**src/rtl/rc4_pkg.sv**
```systemverilog
// rc4_pkg: shared mode/state types and plaintext classification for the key search sequencer
package rc4_pkg;

    typedef enum logic [2:0] {
        MODE_IDLE    = 3'b000,
        MODE_INIT    = 3'b001,
        MODE_SHUFFLE = 3'b010,
        MODE_DECRYPT = 3'b100
    } mode_t;

    typedef enum logic [2:0] {
        S_IDLE,
        S_INIT,
        S_SHUFFLE,
        S_DECRYPT,
        S_GAP,
        S_EVAL,
        S_DONE
    } state_t;

    function automatic logic is_plain_char(input logic [7:0] c);
        return (c >= 8'h61 && c <= 8'h7A) || c == 8'h20;
    endfunction

    function automatic mode_t phase_mode(input state_t s);
        return s == S_SHUFFLE ? MODE_SHUFFLE : s == S_DECRYPT ? MODE_DECRYPT : s == S_INIT ? MODE_INIT : MODE_IDLE;
    endfunction

endpackage

```
**src/rtl/plaintext_checker.sv**
```systemverilog
// plaintext_checker: counts snooped result bytes and flags any byte outside 'a'..'z' / ' '
module plaintext_checker
    import rc4_pkg::*;
#(
    parameter int RAM_WIDTH      = 8,
    parameter int MESSAGE_LENGTH = 32,
    parameter int CNT_W          = 6
) (
    input  logic                 clk,
    input  logic                 reset,
    input  logic                 clear,
    input  logic                 aWren,
    input  logic [RAM_WIDTH-1:0] aIn,
    output logic                 bad,
    output logic [CNT_W-1:0]     cnt,
    output logic                 bad_now
);

    assign bad_now = aWren && !is_plain_char(8'(aIn));

    // Accumulate the bad flag and a byte count that saturates one past the expected length
    always_ff @(posedge clk) begin
        if (reset || clear) begin
            bad <= 1'b0;
            cnt <= '0;
        end else if (aWren) begin
            bad <= bad | bad_now;
            cnt <= cnt == CNT_W'(MESSAGE_LENGTH + 1) ? cnt : cnt + CNT_W'(1);
        end
    end

endmodule

```
**src/rtl/key_search_sequencer.sv**
```systemverilog
// key_search_sequencer: steps candidate RC4 keys through INIT/SHUFFLE/DECRYPT until a plaintext-looking result appears
module key_search_sequencer
    import rc4_pkg::*;
#(
    parameter int RAM_WIDTH          = 8,
    parameter int KEY_LENGTH         = 3,
    parameter int KEY_SPACE_BITS     = 22,
    parameter int MESSAGE_LENGTH     = 32,
    parameter int MESSAGE_LOG_LENGTH = 5,
    parameter int NUM_DEVICES        = 3,
    parameter int KEY_START          = 0,
    parameter int KEY_STEP           = 1,
    parameter int EARLY_ABORT        = 1
) (
    input  logic                                 clk,
    input  logic                                 reset,
    input  logic                                 start,
    input  logic                                 stop,
    input  logic [NUM_DEVICES-1:0]               finish_bus,
    input  logic                                 aWren,
    input  logic [RAM_WIDTH-1:0]                 aIn,
    output logic [2:0]                           mode,
    output logic [KEY_LENGTH-1:0][RAM_WIDTH-1:0] key,
    output logic                                 busy,
    output logic                                 found,
    output logic                                 failed
);

    localparam int CNT_W = MESSAGE_LOG_LENGTH + 1;
    localparam int KW    = KEY_LENGTH * RAM_WIDTH;

    state_t                    state;
    state_t                    nxt;
    logic [KEY_SPACE_BITS-1:0] key_cnt;
    logic [KEY_SPACE_BITS:0]   key_nxt;
    logic                      bad;
    logic                      bad_now;
    logic [CNT_W-1:0]          cnt;

    assign key_nxt = {1'b0, key_cnt} + (KEY_SPACE_BITS + 1)'(KEY_STEP);
    assign key     = KW'(key_cnt);

    plaintext_checker #(
        .RAM_WIDTH(RAM_WIDTH),
        .MESSAGE_LENGTH(MESSAGE_LENGTH),
        .CNT_W(CNT_W)
    ) u_checker (
        .clk(clk),
        .reset(reset),
        .clear(state != S_DECRYPT),
        .aWren(aWren),
        .aIn(aIn),
        .bad(bad),
        .cnt(cnt),
        .bad_now(bad_now)
    );

    // Phase sequencing, key stepping and sticky result flags; stop overrides any phase completion
    always_ff @(posedge clk) begin
        if (reset) begin
            state   <= S_IDLE;
            nxt     <= S_IDLE;
            mode    <= MODE_IDLE;
            key_cnt <= KEY_SPACE_BITS'(KEY_START);
            busy    <= 1'b0;
            found   <= 1'b0;
            failed  <= 1'b0;
        end else if (stop && busy) begin
            state <= S_IDLE;
            mode  <= MODE_IDLE;
            busy  <= 1'b0;
        end else begin
            case (state)
                S_IDLE, S_DONE: if (start) begin
                    found   <= 1'b0;
                    failed  <= 1'b0;
                    key_cnt <= KEY_SPACE_BITS'(KEY_START);
                    state   <= S_INIT;
                    mode    <= MODE_INIT;
                    busy    <= 1'b1;
                end
                S_INIT: if (finish_bus[0]) begin
                    state <= S_GAP;
                    nxt   <= S_SHUFFLE;
                    mode  <= MODE_IDLE;
                end
                S_SHUFFLE: if (finish_bus[1]) begin
                    state <= S_GAP;
                    nxt   <= S_DECRYPT;
                    mode  <= MODE_IDLE;
                end
                S_DECRYPT: if (finish_bus[2] || (EARLY_ABORT != 0 && (bad || bad_now))) begin
                    state <= S_EVAL;
                    mode  <= MODE_IDLE;
                end
                S_GAP: begin
                    state <= nxt;
                    mode  <= phase_mode(nxt);
                end
                S_EVAL: if (!bad && cnt == CNT_W'(MESSAGE_LENGTH)) begin
                    state <= S_DONE;
                    found <= 1'b1;
                    busy  <= 1'b0;
                end else if (key_nxt[KEY_SPACE_BITS]) begin
                    state  <= S_DONE;
                    failed <= 1'b1;
                    busy   <= 1'b0;
                end else begin
                    key_cnt <= key_nxt[KEY_SPACE_BITS-1:0];
                    state   <= S_INIT;
                    mode    <= MODE_INIT;
                end
                default: begin
                    state <= S_IDLE;
                    mode  <= MODE_IDLE;
                    busy  <= 1'b0;
                end
            endcase
        end
    end

endmodule
```
**config.mk**
```make
export PLATFORM = sky130hd
export DESIGN_NAME = key_search_sequencer
export DESIGN_NICKNAME = d
export VERILOG_FILES = /design/src/rtl/rc4_pkg.sv /design/src/rtl/plaintext_checker.sv /design/src/rtl/key_search_sequencer.sv
export SDC_FILE = /design/constraint.sdc
export NUM_CORES = 1
export LEC_CHECK = 0
export CAP_MARGIN = 20
export CORE_ASPECT_RATIO = 0.9
export CORE_MARGIN = 5
export CORE_UTILIZATION = 35
export CTS_CLUSTER_SIZE = 20
export DETAILED_ROUTE_END_ITERATION = 8
export HOLD_SLACK_MARGIN = 0.03
export PLACE_DENSITY = 0.6
export SLEW_MARGIN = 20
export SYNTH_ARGS = -nofsm -noshare
export SYNTH_HDL_FRONTEND = slang
export SYNTH_SLANG_ARGS = --single-unit
```
**constraint.sdc**
```tcl
create_clock -name clk -period 1.8 [get_ports clk]
set_input_delay 0.18 -clock clk [delete_from_list [all_inputs] [get_ports clk]]
set_output_delay 0.18 -clock clk [all_outputs]
set_load 0.02 [all_outputs]
```
==> results of run 1 <==
==> cell type report <==
class                      count  share of cell area (%)
tap                           72                    2.37
timing repair buffer         133                    29.9
inverter                       7                   0.691
sequential                    40                    21.6
clock buffer                   7                    2.53
clock inverter                 1                   0.789
multi-input combinational    213                    42.1
==> state kept, by name, indices dropped and copies added (netlist names) <==
name and flops:
key_cnt 22, u_checker.bad 1, state 3, found 1
mode 3, nxt 2, failed 1, u_checker.cnt 6
busy 1
==> cell families (layout without fill, tap and decap cells) <==
kind of cell             count (synthesis)  count (layout)  share of synthesized area [%]
AO/OA/AOI/OAI                           60              61                           20.3
XOR/XNOR                                14              14                           5.66
adder cells (fa/ha/maj)                  4               4                           2.31
buffers and inverters                   18             148                           3.47
flip-flops                              40              40                           37.0
multiplexers                             2               2                          0.925
other                                    1               2                          0.173
AND/OR/NAND/NOR                        130             130                           30.1
==> worst paths after layout <==
path / to / start / slack [ns] / cells past startpoint
max: key_cnt[20] / u_checker.cnt[1] / -0.23 / 9
min: mode[1] / nxt[0] / 0.46 / 1
max reg2reg: key_cnt[20] / u_checker.cnt[1] / -0.23 / 9
min reg2reg: mode[1] / nxt[0] / 0.46 / 1
==> worst register-to-register path: stages, from the launching register on <==
cell,delay (ns)
dfxtp_2,0.34
inv_2,0.04
ha_2,0.16
and3b_2,0.21
buf_4,0.13
buf_4,0.12
a21oi_2,0.25
o21ai_4,0.13
or4_1,0.52
nand2_1,0.09
==> metrics by stage <==
step / setup WS, ns / cells / setup TNS [ns] / hold slack [ns]
2_1_floorplan: -0.0377 / 270 / -0.138 / 0.421
3_3_place_gp: -0.564 / 449 / -7.74 / 0.455
3_5_place_dp: -0.626 / 449 / -8.40 / 0.459
4_1_cts: -0.239 / 462 / -1.37 / 0.468
5_1_grt: -0.319 / 473 / -5.76 / 0.487
6_report: -0.229 / 473 / -3.31 / 0.463
==> metal layers <==
metal	part of all wire [%]	track usage (%)
met1	49	23.5
met2	47	25.7
met3	3.6	4.30
met4	0.58	3.86
met5	0	0
==> timing repair <==
action | 4_1_cts | 5_1_grt
buffers inserted | 7 | 10
pin swaps | 20 | 31
cloned | 0 | 1
resized for setup | 45 | 27
endpoints found under the setup margin | 26 | 29
==> power breakdown <==
part / leakage, nW / total, mW / internal [mW] / switching (mW)
registers: 0.330 / 0.993 / 0.949 / 0.0438
clock network: 0.0645 / 0.820 / 0.490 / 0.330
logic: 1.07 / 1.34 / 0.618 / 0.725
total: 1.47 / 3.16 / 2.06 / 1.10
==> cells in the final DEF (no fill, tap or decap), types with 3 or more instances in the layout <==
master | Yosys | layout
a2111oi_4 | 1 | 5
a21oi_1 | 14 | 12
and2_1 | 4 | 4
and3_1 | 3 | 3
buf_4 | 2 | 83
buf_6 | 0 | 6
clkbuf_8 | 0 | 7
clkdlybuf4s50_1 | 0 | 39
dfxtp_1 | 40 | 29
dfxtp_2 | 0 | 8
dfxtp_4 | 0 | 3
inv_1 | 6 | 4
inv_2 | 1 | 3
nand2_1 | 33 | 32
nand3_1 | 8 | 8
nand3b_1 | 3 | 3
nand4_1 | 7 | 7
nor2_1 | 37 | 34
nor3_1 | 7 | 3
nor3_4 | 0 | 3
o211ai_1 | 9 | 9
o21ai_0 | 9 | 6
o21ai_2 | 1 | 3
or2_2 | 3 | 3
or4_1 | 10 | 8
xnor2_1 | 8 | 6
xor2_1 | 6 | 6
==> metrics, run 1 <==
status=finished, violations left; vias in the first global route=2295; ANT nets after route=0; GRT overflow=0; GR Util All Layers=~17%; Post-synth EDFFs=0; delay-heaviest family, CP=simple AND/OR/NAND/NOR gates; maximum VDD drop=0.414 mV; Crit Path Category=reg2reg; CP peak stage delay=~0.52 ns; Unique masters post-synth=between 50 and 60; IO Port Bufs=43; WL final=a little under 7 mm; register area=approximately 820 sq um; ant diodes=0; layout cells sized above 1=roughly 40%; Crit path top cell by count=buf_4; TritonCTS clock tree=done; achievable frequency=493 MHz; Initial Util=35.6%; Iteration-0 DRC Markers=77; post-route setup slack=-0.229 ns; core box area=approximately 6100 sq um; initial antenna violation count=0; Final Wtd Congestion=around 0.82; Fillers=a little over 500; first-pass GRT wire length=between 10 and 15 mm; Post-Syn Area per Cell=8.05 sq um; CP startpoint kind=register; die width=92.9 um; critical path cell sequence=inv_2, ha_2, and3b_2, buf_4, buf_4, a21oi_2, o21ai_4, or4_1, nand2_1; largest area contributor in the netlist=dfxtp_1; P per Cell Area=830 nW/um^2; critical path's slowest cell=or4_1; CTS Buffer Depth=2; 1st-pass router iterations=4; Final Hold Vio Count=0; clock latency on the worst-skew pair=roughly 0.3 ns; Gate Count Post-Synth=around 270; Async S/R FF share, synth=0%; Critical Path AT=2.27 ns; Worst-Margin Slew=0.593 ns; P_leak=about 1.5 nW; Die Ht=approximately 85 um; top-count cell post-synth=dfxtp_1; fin. max-slew vios=0; Hold WC Path Type=reg2reg; Post-synth top cells=40 x dfxtp_1, 37 x nor2_1, 33 x nand2_1; Yosys warning total=0; post-layout util=a little over three fifths; Via Count=2421; #FFs+latches synth=40; top_reg_cell synth=dfxtp_1; CTS buffer count=5; post-route cell area=3800 sq um; row count=27; data required time of the critical path=slightly above 2 ns; Tcrit/Tclk final=113%; DP Wirelength=between 4 and 5 mm; Placed Area=roughly 3300 sq um; largest net degree at the start of global routing=14; RSZ-0062 raised after global routing=yes; MaxCap Viol Count=0; min Tclk post-route=2.03 ns; total power=approximately 3.2 mW; final setup vio count=23; Residual DRC=0; largest cells by area after synthesis=dfxtp_1 37%, nor2_1 6.4%, nand2_1 5.7%; top-area cell type share of the netlist area=~37%; CP endpoint kind=register; Cell Area, Synth=2160 sq um; hold buffer count at CTS=0; clock-pin slew on the worst setup and hold paths=approximately 0.090 ns; Via density=5.12; Multi-input gate area=1600 sq um; Avg WL per Cell=~15 um; violated checks=negative setup slack; full die area=approximately 7900 sq um; area added between synthesis and finish=75.7%; clk sinks=40; CTS H-tree lvls=2; clk_skew=between 0.008 and 0.009 ns; Slew HR=approximately three fifths; Ports=46; root buffer cell=clkbuf_8; critical path fanouts, max=6; Worst Path Buf+Inv=3; sequential share of the synthesized area=roughly 37%; Final nets=420
Note: power is estimated with default switching activity, not from simulation.
==> run 2, diff against run 1 <==
--- a/config.mk
+++ b/config.mk
@@ -6,13 +6,15 @@
 export NUM_CORES = 1
 export LEC_CHECK = 0
 export CAP_MARGIN = 20
+export CELL_PAD_IN_SITES_DETAIL_PLACEMENT = 1
+export CELL_PAD_IN_SITES_GLOBAL_PLACEMENT = 1
 export CORE_ASPECT_RATIO = 0.9
 export CORE_MARGIN = 5
-export CORE_UTILIZATION = 35
+export CORE_UTILIZATION = 33
 export CTS_CLUSTER_SIZE = 20
 export DETAILED_ROUTE_END_ITERATION = 8
 export HOLD_SLACK_MARGIN = 0.03
-export PLACE_DENSITY = 0.6
+export PLACE_DENSITY = 0.74
 export SLEW_MARGIN = 20
 export SYNTH_ARGS = -nofsm -noshare
 export SYNTH_HDL_FRONTEND = slang
==> metrics, run 2 (synthesis gave the netlist of run 1 again) <==
Hold Crit Start=nxt[0]; IO Port Bufs=43 (unchanged); GRT overflow=0 (unchanged); Critical Path AT=2.30 ns (+0.03 ns); CTS Buffer Depth=2 (unchanged); R2R Path Start=u_checker.cnt[1]; ant diodes=0 (unchanged); row count=28 (+3.7%); violated checks=negative setup slack; root buffer cell=clkbuf_8; Residual DRC=0 (unchanged); Final nets=417 (-0.71%); DP Wirelength=5.68 mm (+19%); core box area=6480 sq um (+6.6%); first-pass GRT wire length=13.9 mm (+30%); Hold WC Path Type=reg2reg; TNS Setup=-3.88 ns (-0.576 ns); CP endpoint kind=register; status=finished, violations left; P_leak=1.45 nW (-1.1%); P per Cell Area=827 nW/um^2 (-0.34%); most flop-heavy register=key_cnt; Ports=46 (unchanged); Via Count=2635 (+8.8%); data required time of the critical path=2.00 ns (-0.04 ns); WL final=9.82 mm (+43%); 1st-pass router iterations=4 (unchanged); fin. max-slew vios=0 (unchanged); clock latency on the worst-skew pair=0.30 ns (about the same); Final Wtd Congestion=0.844 (+2.4%); maximum VDD drop=0.389 mV (-6.1%); initial antenna violation count=0 (unchanged); clock-pin slew on the worst setup and hold paths=0.08 ns (about the same); Die Ht=86.8 um (+2.6%); clk_skew=0.00896 ns (+0.000731 ns); full die area=8280 sq um (+5.4%); final setup vio count=28 (+22%); die width=95.4 um (+2.7%); post-route setup slack=-0.303 ns (-0.0737 ns); Avg WL per Cell=20.1 um (+39%); CP startpoint kind=register; most frequent cells in the layout=78 x buf_4, 39 x clkdlybuf4s50_1, 34 x nor2_1; achievable frequency=476 MHz (-3.5%); ANT nets after route=0 (unchanged); CTS buffer count=5 (unchanged); Final Hold Vio Count=0 (unchanged); Initial Util=33.4% (-2.2 points); clk sinks=40 (unchanged); top flop regs=key_cnt: 22 flops, u_checker.cnt: 6 flops; max FFs per register=22 (unchanged); Iteration-0 DRC Markers=140 (+82%); Critical path origin=u_checker.cnt[1]; pre-CTS setup slack=-0.609 ns (+0.0167 ns); vias in the first global route=2810 (+22%); MaxCap Viol Count=0 (unchanged); most common cell after layout, fill and taps aside=buf_4; Tcrit/Tclk final=117% (+4.1 points); GR Util All Layers=21.3% (+4.6 points); RSZ-0062 raised after global routing=yes; area added between synthesis and finish=76.1%; Crit Path Category=reg2reg; critical path fanouts, max=4 (-2); min Tclk post-route=2.10 ns (+0.0737 ns); largest net degree at the start of global routing=13 (-1); Via density=5.40 (+5.5%); layout cells sized above 1=41.0% (+1.3 points); CTS H-tree lvls=2 (unchanged); TritonCTS clock tree=done
==> run 2: changes by cell type in the layout (fill, tap and decap cells not counted), moves of 2 or more <==
cell and change:
buf_4 -5, or4_4 +3, dfxtp_4 -2, or4_1 -3, clkinv_2 +2, nand2_1 -3, nand2_2 +3, buf_6 +3
a21oi_1 -2
==> run 2: where the power goes <==
part           switching [mW]  internal [mW]
combinational           0.829          0.677
sequential             0.0511          0.943
clock                   0.345          0.307
total                    1.22           1.93
==> run 2: what timing repair did <==
item | CTS | global route
pin swaps | 28 | 18
cloned | 1 | 0
setup endpoints to repair | 26 | 29
gates resized for setup | 52 | 29
buffers inserted | 9 | 6
hold endpoints to repair | 0 | 0
hold buffers | 0 | 0
==> run 2: cell type report <==
class / instances / area [sq um]
Clock buffer: 6 / 82.6
Clock inverter: 2 / 10.0
Fill cell: 741 / 2670
Inverter: 7 / 26.3
Multi-Input combinational cell: 213 / 1650
Sequential cell: 40 / 816
Tap cell: 90 / 113
Timing Repair Buffer: 130 / 1120
==> run 2: stage by stage <==
stage	util [%]	power [mW]	hold WS (ns)	area, sq um	cells
2_1_floorplan	-	1.60	0.421	2260	270
3_3_place_gp	51.1	2.09	0.443	3310	465
5_1_grt	58.8	3.30	0.490	3810	488
6_report	58.8	3.15	0.475	3810	488
3_5_place_dp	51.1	2.12	0.460	3310	465
4_1_cts	56.2	2.92	0.472	3640	482
==> run 2: layer usage <==
metal	vias to the layer above	global-route usage [%]	part of all wire [%]	wire [um]
met1	1325	25.3	41	4030
met5	-	0	0	0
met4	0	6.20	2.4	231
met3	19	4.25	4.5	439
li1	1225	-	-	-
met2	66	38.6	52	5120
==> run 2: path summary, 6_finish.rpt <==
path | end | depth (start not counted) | slack (ns)
setup / recovery | key_cnt[19] | 9 | -0.30
hold / removal | mode[1] | 1 | 0.48
setup reg to reg | key_cnt[19] | 9 | -0.30
hold reg to reg | mode[1] | 1 | 0.48
==> run 2: critical path, cell delays in order, from the launching register on <==
cell and delay (ns):
dfxtp_2 0.36, inv_2 0.06, ha_4 0.15, and3b_2 0.23, buf_6 0.12, a21o_4 0.20, a2111oi_4 0.34, buf_4 0.21
a31oi_4 0.09, a41o_1 0.22
